--- config.mk ---
export PLATFORM = sky130hd
export DESIGN_NAME = alu_arbiter
export DESIGN_NICKNAME = d
export VERILOG_FILES = /design/src/rtl/alu_pkg.sv /design/src/rtl/rr_arbiter.sv /design/src/rtl/alu_arbiter.sv
export SDC_FILE = /design/constraint.sdc
export NUM_CORES = 1
export LEC_CHECK = 0
export ABC_CLOCK_PERIOD_IN_PS = 3000
export CAP_MARGIN = 20
export CORE_AREA = 2 2 113 115
export CTS_BUF_LIST = sky130_fd_sc_hd__clkbuf_2 sky130_fd_sc_hd__clkbuf_4 sky130_fd_sc_hd__clkbuf_8
export DETAILED_ROUTE_END_ITERATION = 6
export DIE_AREA = 0 0 115 117
export PLACE_DENSITY = 0.88
export SETUP_SLACK_MARGIN = 0.02
export SLEW_MARGIN = 10
export SYNTH_ARGS = -nofsm -noshare
export SYNTH_HDL_FRONTEND = slang
export SYNTH_SLANG_ARGS = --single-unit
--- constraint.sdc ---
create_clock -name clk -period 3 [get_ports clk]
set_clock_uncertainty 0.05 [all_clocks]
set_input_delay 0.3 -clock clk [delete_from_list [all_inputs] [get_ports clk]]
set_output_delay 0.3 -clock clk [all_outputs]
set_load 0.05 [all_outputs]
--- src/rtl/alu_pkg.sv ---
// alu_pkg: opcodes, default data width and controller state encoding shared by the ALU arbiter.
package alu_pkg;
  localparam int DATA_W = 16;
  localparam logic [2:0] NOP  = 3'b000;
  localparam logic [2:0] ADD  = 3'b001;
  localparam logic [2:0] ADDI = 3'b010;
  localparam logic [2:0] SUB  = 3'b011;
  localparam logic [2:0] SUBI = 3'b100;
  localparam logic [2:0] MUL  = 3'b101;
  typedef enum logic [1:0] {IDLE, EXEC, WAIT, RESP} state_t;
endpackage

--- src/rtl/rr_arbiter.sv ---
// rr_arbiter: combinational round-robin pick of the first request after last.
module rr_arbiter #(
  parameter int N_REQ = 4,
  localparam int ID_W = $clog2(N_REQ)
) (
  input  logic [N_REQ-1:0] req,
  input  logic [ID_W-1:0]  last,
  output logic [N_REQ-1:0] gnt,
  output logic [ID_W-1:0]  idx
);
  logic [ID_W-1:0] k;
  // Scan from farthest to nearest so the nearest set bit after last wins.
  always_comb begin
    gnt = '0;
    idx = '0;
    k = '0;
    for (int i = N_REQ; i >= 1; i--) begin
      k = ID_W'((int'(last) + i) % N_REQ);
      if (req[k]) begin
        gnt = '0;
        gnt[k] = 1'b1;
        idx = k;
      end
    end
  end
endmodule

--- src/rtl/alu_arbiter.sv ---
// alu_arbiter: round-robin sharing of one registered ALU among N_REQ requesters.
// Optional ALU_ARB_OVF_EN adds a registered rsp_ovf overflow flag.
module alu_arbiter
  import alu_pkg::*;
#(
  parameter int N_REQ = 4,
  parameter int DATA_W = alu_pkg::DATA_W,
  localparam int ID_W = $clog2(N_REQ)
) (
  input  logic                       clk,
  input  logic                       rst,
  input  logic [N_REQ-1:0]           req_valid,
  output logic [N_REQ-1:0]           req_ready,
  input  logic [3*N_REQ-1:0]         req_opcode,
  input  logic [DATA_W*N_REQ-1:0]    req_a,
  input  logic [DATA_W*N_REQ-1:0]    req_b,
  output logic                       rsp_valid,
  input  logic                       rsp_ready,
  output logic [ID_W-1:0]            rsp_id,
  output logic signed [DATA_W-1:0]   rsp_result,
  output logic [2:0]                 alu_opcode,
  output logic signed [DATA_W-1:0]   alu_a,
  output logic signed [DATA_W-1:0]   alu_b,
  input  logic signed [DATA_W-1:0]   alu_result,
`ifdef ALU_ARB_OVF_EN
  output logic                       rsp_ovf,
`endif
  output logic                       busy
);
  state_t state;
  logic [ID_W-1:0] last_grant, gidx;
  logic [N_REQ-1:0] gnt;
  logic [2:0] op_q;
  logic signed [DATA_W-1:0] a_q, b_q;
  rr_arbiter #(.N_REQ(N_REQ)) u_rr (.req(req_valid), .last(last_grant), .gnt(gnt), .idx(gidx));
  assign req_ready  = (state == IDLE) ? gnt : '0;
  assign busy       = state != IDLE;
  assign alu_opcode = (state == EXEC) ? op_q : NOP;
  assign alu_a      = (state == EXEC) ? a_q : '0;
  assign alu_b      = (state == EXEC) ? b_q : '0;
`ifdef ALU_ARB_OVF_EN
  logic signed [DATA_W-1:0] sum, dif;
  logic signed [2*DATA_W-1:0] prod;
  logic ovf;
  always_comb begin
    sum = a_q + b_q;
    dif = a_q - b_q;
    prod = (2*DATA_W)'(a_q) * (2*DATA_W)'(b_q);
    ovf = (op_q == ADD || op_q == ADDI) ? (a_q[DATA_W-1] == b_q[DATA_W-1] && sum[DATA_W-1] != a_q[DATA_W-1]) :
          (op_q == SUB || op_q == SUBI) ? (a_q[DATA_W-1] != b_q[DATA_W-1] && dif[DATA_W-1] != a_q[DATA_W-1]) :
          (op_q == MUL) ? !(&prod[2*DATA_W-1:DATA_W-1] || ~|prod[2*DATA_W-1:DATA_W-1]) : 1'b0;
  end
`endif
  always_ff @(posedge clk) begin
    if (rst) begin
      state <= IDLE;
      last_grant <= ID_W'(N_REQ - 1);
      op_q <= NOP;
      a_q <= '0;
      b_q <= '0;
      rsp_valid <= 1'b0;
      rsp_id <= '0;
      rsp_result <= '0;
`ifdef ALU_ARB_OVF_EN
      rsp_ovf <= 1'b0;
`endif
    end else begin
      case (state)
        IDLE: if (|req_valid) begin
          op_q <= req_opcode[3*int'(gidx) +: 3];
          a_q <= req_a[DATA_W*int'(gidx) +: DATA_W];
          b_q <= req_b[DATA_W*int'(gidx) +: DATA_W];
          last_grant <= gidx;
          state <= EXEC;
        end
        EXEC: state <= WAIT;
        WAIT: begin
          rsp_result <= alu_result;
          rsp_valid <= 1'b1;
          rsp_id <= last_grant;
`ifdef ALU_ARB_OVF_EN
          rsp_ovf <= ovf;
`endif
          state <= RESP;
        end
        RESP: if (rsp_ready) begin
          rsp_valid <= 1'b0;
          state <= IDLE;
        end
        default: state <= IDLE;
      endcase
    end
  end
endmodule

# Yosys cells after proc, flatten, opt, wreduce, memory -nomap -nowiden
# Index checks and enable logic that the tools add are counted.
dict set report totals {
  output_inout_bits 59
  elab_cells 73
  register_bits 58
}
dict set report op_classes {
  order_cmp 8
  n_mux 33
  eq_ne 5
  shift 3
  add_sub_neg 4
  n_reduce_logical 11
  mul 1
}
# op n
set ops {}
lappend ops {{$shiftx A64 B7 Y16} 2}
lappend ops {{$mux W16} 2}
lappend ops {{$mux W4} 5}
lappend ops {{$lt A2 B3 Y1 const B} 4}
lappend ops {{$mux W2} 6}
lappend ops {{$shiftx A12 B5 Y3} 1}
lappend ops {{$mux W1} 9}
lappend ops {{$bmux W1 S2} 4}
lappend ops {{$demux W1 S2} 4}
lappend ops {{$ge A2 B1 Y1 const B} 4}
lappend ops {{$pmux W2 S4} 1}
lappend ops {{$reduce_and A2 Y1} 3}
lappend ops {{$add A2 B1 Y2 const B} 2}
lappend ops {{$add A2 B2 Y2 const B} 2}
lappend ops {{$eq A2 B2 Y1 const B} 2}
lappend ops {{$logic_and A1 B1 Y1} 4}
lappend ops {{$mul A2 B2 Y4 const A} 1}
lappend ops {{$reduce_bool A2 Y1} 2}
lappend ops {{$reduce_or A4 Y1} 1}
lappend ops {{$mux W3} 1}
lappend ops {{$eq A2 B1 Y1 const B} 1}
lappend ops {{$logic_not A2 Y1} 1}
lappend ops {{$ne A2 B1 Y1 const B} 1}
lappend ops {{$ne A2 B2 Y1 const B} 1}
lappend ops {{$pmux W1 S2} 1}

# Longest topological paths before layout
dict set report logic_depth {
  depth_word 10
  mapped_depth 12
  ltp_nobuf 7
}

# Modules after synthesis
# From an unflattened synthesis, not the netlist that was laid out.
dict set report unflattened {
  hier_cells 311
  hier_area_um2 3515.9
}
# module area_each_um2 n_inst cells_per_inst
set by_module_without_submodules {}
lappend by_module_without_submodules {alu_arbiter 3090.5 1 254}
lappend by_module_without_submodules {rr_arbiter 425.4 1 57}

# Worst setup path before layout
# OpenSTA, ideal clock, no wires.
dict set report synth_path {
  kind {reg2out}
  from {register last_grant[0]}
  to {output port req_ready[0]}
  setup_slack_ps -485
  stages_incl_launch_ff 12
  arrival_ps 3135
  required_time_ps 2650
  path_cell_list {dfxtp_1 > buf_6 > inv_2 > clkbuf_1 > ha_1 > buf_6 > mux4_2 > a21o_1 > buf_6 > o31ai_1 > o211ai_1 > a21oi_1}
}
dict set report synth_via {
  elab_chain_len 10
  word_cells_on_any_way 37
  cone_classes {add/sub: 4; order compare: 8; mux: 21; reduce/logical: 4}
}
# element line
set synth_lines {}
lappend synth_lines {{start: declaration} alu_arbiter.sv:31} ;# logic [ID_W-1:0] last_grant, gidx;
lappend synth_lines {{start signal: assignment} alu_arbiter.sv:57} ;# last_grant <= ID_W'(N_REQ - 1);
lappend synth_lines {{start signal: assignment} alu_arbiter.sv:73} ;# last_grant <= gidx;
lappend synth_lines {{$add A2 B1 Y2} rr_arbiter.sv:18} ;# k = ID_W'((int'(last) + i) % N_REQ);
lappend synth_lines {{$lt A2 B3 Y1 (implied by the code) or $ge A2 B1 Y1 (tied branches)} rr_arbiter.sv:21} ;# gnt[k] = 1'b1;
lappend synth_lines {{$logic_and A1 B1 Y1 (implied by the code)} rr_arbiter.sv:21}
lappend synth_lines {{$mux W1 (implied by the code)} rr_arbiter.sv:21}
lappend synth_lines {{$demux W1 S2} -}
lappend synth_lines {{$mux W4 (3 in series)} rr_arbiter.sv:19} ;# if (req[k]) begin
lappend synth_lines {{$mux W4 *} rr_arbiter.sv:19}
lappend synth_lines {{$mux W4 *} alu_arbiter.sv:36} ;# assign req_ready = (state == IDLE) ? gnt : '0;
lappend synth_lines {{end: declaration} alu_arbiter.sv:13} ;# output logic [N_REQ-1:0] req_ready,
# Mark *: on every way between the ends. The rest lies on a longest branch, timed or not. The select of a mux whose other input is x is not followed.

# Worst setup path after layout
dict set report layout_path {
  from {register last_grant[0]}
  to {output port req_ready[3]}
}
# The elaborated chain is that of the path after synthesis.

==> reports/metrics.csv <==
stage,metric,value,unit
timing,setup_violations,0,
cells_and_area,final_nets,963,
cells_and_area,fillers,1077,
logic_synthesis,synth_edf_count,0,
worst_setup_path,cp.required,2.65,ns
logic_synthesis,synthCells,590,
worst_setup_path,reg2reg_to,a_q[0],
logic_synthesis,syn_area_per_cell,7.88,sq um
logic_synthesis,synthArstFlopShare,0,%
route,vias,5448,
floorplan,core_area,12300,sq um
logic_synthesis,synth_common_cells,"nor2_1, a31oi_1, dfxtp_1",
floorplan,die_w,115,microns
pwr,p_leak,3.07,nW
global_route,grt_pass1_wl,26300,microns
logic_synthesis,yosysMostFrequentCell,nor2_1,
logic_synthesis,synth.distinct_cells,45,
worst_setup_path,start_kind,flip-flop,
timing,fin_crit,2.86,ns
route,drc,0,
cells_and_area,synthToLayoutAreaGrowth,55.5,%
pwr,power_density,973,nW/um^2
route,ant_nets,0,
timing,worst_pin_slew,0.847,ns
logic_synthesis,synth-seq-area-share,25.0,%
worst_setup_path,r2r-start,last_grant[1],
cells_and_area,fin_area,7230,sq um
timing,max-slew-margin-rel,43.6,%
clock_tree,ctsLongestPathBuffers,2,
floorplan,die_h,117,microns
floorplan,start_util,37.8,%
worst_setup_path,cp_data_arrival_time,2.51,ns
logic_synthesis,synth_top_area_cell,dfxtp_1,
cells_and_area,seq_area,1160,sq um
logic_synthesis,synthesis.nets,763,
global_route,grt_pass1_vias,5227,
worst_setup_path,r2r_setup_slack,0.29,ns
worst_setup_path,worstSetupEndpoint,req_ready[3],
clock_tree,clock_latency,0.35,ns
timing,slew_viol_final,0,
timing,fmax,350,MHz
worst_setup_path,cp_max_fo,64,
logic_synthesis,synth_area,4650,sq um
place,port_buffers,221,
cells_and_area,multi_input_area,3220,sq um
worst_setup_path,endpoint_kind,output port,
timing,hold_viol,0,
route,wire_per_inst,18.4,microns
floorplan,io_pins,222,
pwr,peakVddDrop,0.000824,V
route,drt-initial-drc-count,420,
timing,finalCritPeriodShare,95.2,%
global_route,antenna_found_initial,0,
route,first_pass_iters,6,
clock_tree,clock_tree.root_cell,clkbuf_8,
place,finalWeightedCongestion,0.851,
timing,setup_slack,0.144,ns
status,outcome,finished clean,
logic_synthesis,synth_area_leaders,"dfxtp_1, mux2i_1, a31oi_1, nor2_1, and2_1",
floorplan,dieArea,13500,sq um
global_route,grt_overflow,0,
cells_and_area,drive_gt1_share,14.5,%
place,place_ws,0.0876,ns
place,place_area,6960,sq um
worst_setup_path,rr_worst_depth,8,
clock_tree,cts_hold_buffers,0,
logic_synthesis,yosysWarnings,0,
clock_tree,numCtsBuffers,9,
clock_tree,clk_pin_slew,0.08,ns
clock_tree,cts_tree,yes,
logic_synthesis,synth_flop_cell,dfxtp_1,
cells_and_area,antennaDiodeCount,0,
worst_setup_path,cp-startpoint,last_grant[0],
clock_tree,htreeDepth,3,
logic_synthesis,ys_ff_latch,58,
place,dp_hpwl,12300,microns
global_route,grt_max_degree,65,
logic_synthesis,yosysTopAreaCellShare,25.0,%
clock_tree,cts_sinks,58,
flow_run,maxCapViolations,0,
route,drt-total-wl,17400,microns
worst_hold_path,hold_class,reg2reg,
timing,timing.hold.ws,0.411,ns
worst_setup_path,crit_type,reg2out,
route,vias_per_cell,5.77,
global_route,grtUsageTotal,24.9,%
floorplan,core.rowCount,41,
-- kinds of logic (layout without fill, tap and decap cells) --
family | count (synthesis) | after routing | synth area share (%)
DFF | 58 | 58 | 25.0
AOI/OAI and AO/OA | 203 | 203 | 31.3
muxes | 59 | 59 | 13.6
adders and majority gates | 10 | 10 | 2.69
buffers and inverters | 72 | 277 | 7.46
and+or+nand+nor | 188 | 188 | 19.9
-- stage by stage --
step,TNS (ns),cells,utilization (%),total power (W)
2_1_floorplan,0,590,-,0.00468
3_3_place_gp,0,925,56.5,0.00603
3_5_place_dp,0,925,56.5,0.00612
4_1_cts,0,942,58.4,0.00694
5_1_grt,-0.00259,945,58.7,0.00749
6_report,0,945,58.7,0.00703
-- area by class of cell --
cell class | count | area share [%]
Multi-Input combinational cell | 460 | 44.5
Inverter | 10 | 0.519
Tap cell | 150 | 2.60
Clock inverter | 6 | 0.918
Clock buffer | 10 | 1.90
Sequential cell | 58 | 16.1
Timing Repair Buffer | 251 | 33.4
-- layer usage --
layer | part of all wire, % | track usage [%]
met5 | 0 | 0
met2 | 48 | 43.5
met3 | 7.9 | 4.79
met1 | 41 | 29.8
met4 | 2.2 | 11.1
-- placed cells by master, fill, tap and decap left out, types with 2 or more instances in the layout --
cell,instances
o31ai_1,24
nor2_1,72
mux2i_1,50
o221ai_1,14
o211ai_1,5
a21boi_0,21
o21ai_0,3
and3_1,21
mux4_2,3
a31oi_1,64
a21oi_4,4
nor2b_1,3
nor2_4,2
nand2_1,22
a21oi_1,29
o221ai_2,2
clkbuf_8,11
buf_4,62
ha_1,9
or2_2,2
buf_12,6
clkinvlp_4,3
o311ai_0,2
o211a_1,21
and2_1,35
nor3_1,2
a211oi_1,2
clkdlybuf4s50_1,181
dfxtp_1,57
inv_1,9
o21bai_1,2
nand3_1,22
mux2_2,5
a21o_1,2
-- critical path: stages, from the launching register on --
cell and delay (ns):
dfxtp_2 0.37, clkbuf_8 0.39, mux4_2 0.67, a21oi_1 0.19
o31ai_2 0.09, o211ai_1 0.15, a21oi_4 0.11, buf_12 0.17
-- flip-flops by register name, indices dropped and copies added (netlist names) --
| register | flops |
|---|---|
| op_q | 3 |
| b_q | 16 |
| rsp_id | 2 |
| a_q | 16 |
| state | 2 |
| rsp_result | 16 |
| rsp_valid | 1 |
| last_grant | 2 |
-- repair_timing --
item | 4_1_cts | 5_1_grt
pin swaps | 0 | 1
endpoints found under the setup margin | 4 | 10
resized for setup | 3 | 4
setup buffers | 1 | 3
cloned | 0 | 0
-- worst min path at each step --
| stage | start | end | slack [ns] | cells after the start |
|---|---|---|---|---|
| global route | a_q[4] | a_q[4] | 0.43 | 2 |
| global placement | a_q[4] | a_q[4] | 0.39 | 2 |
| finish | b_q[10] | b_q[10] | 0.41 | 2 |
| CTS | rst | state[1] | 0.41 | 2 |
| floorplan | a_q[0] | a_q[0] | 0.37 | 2 |
| detailed placement | b_q[9] | b_q[9] | 0.40 | 2 |
-- power by group --
part	leakage [nW]	total (W)	internal (W)	switching, W
clock network	0.0945	0.000765	0.000406	0.000359
logic	2.50	0.00512	0.00198	0.00314
registers	0.478	0.00115	0.00103	0.000121
Power figures use the tool's default switching activity.
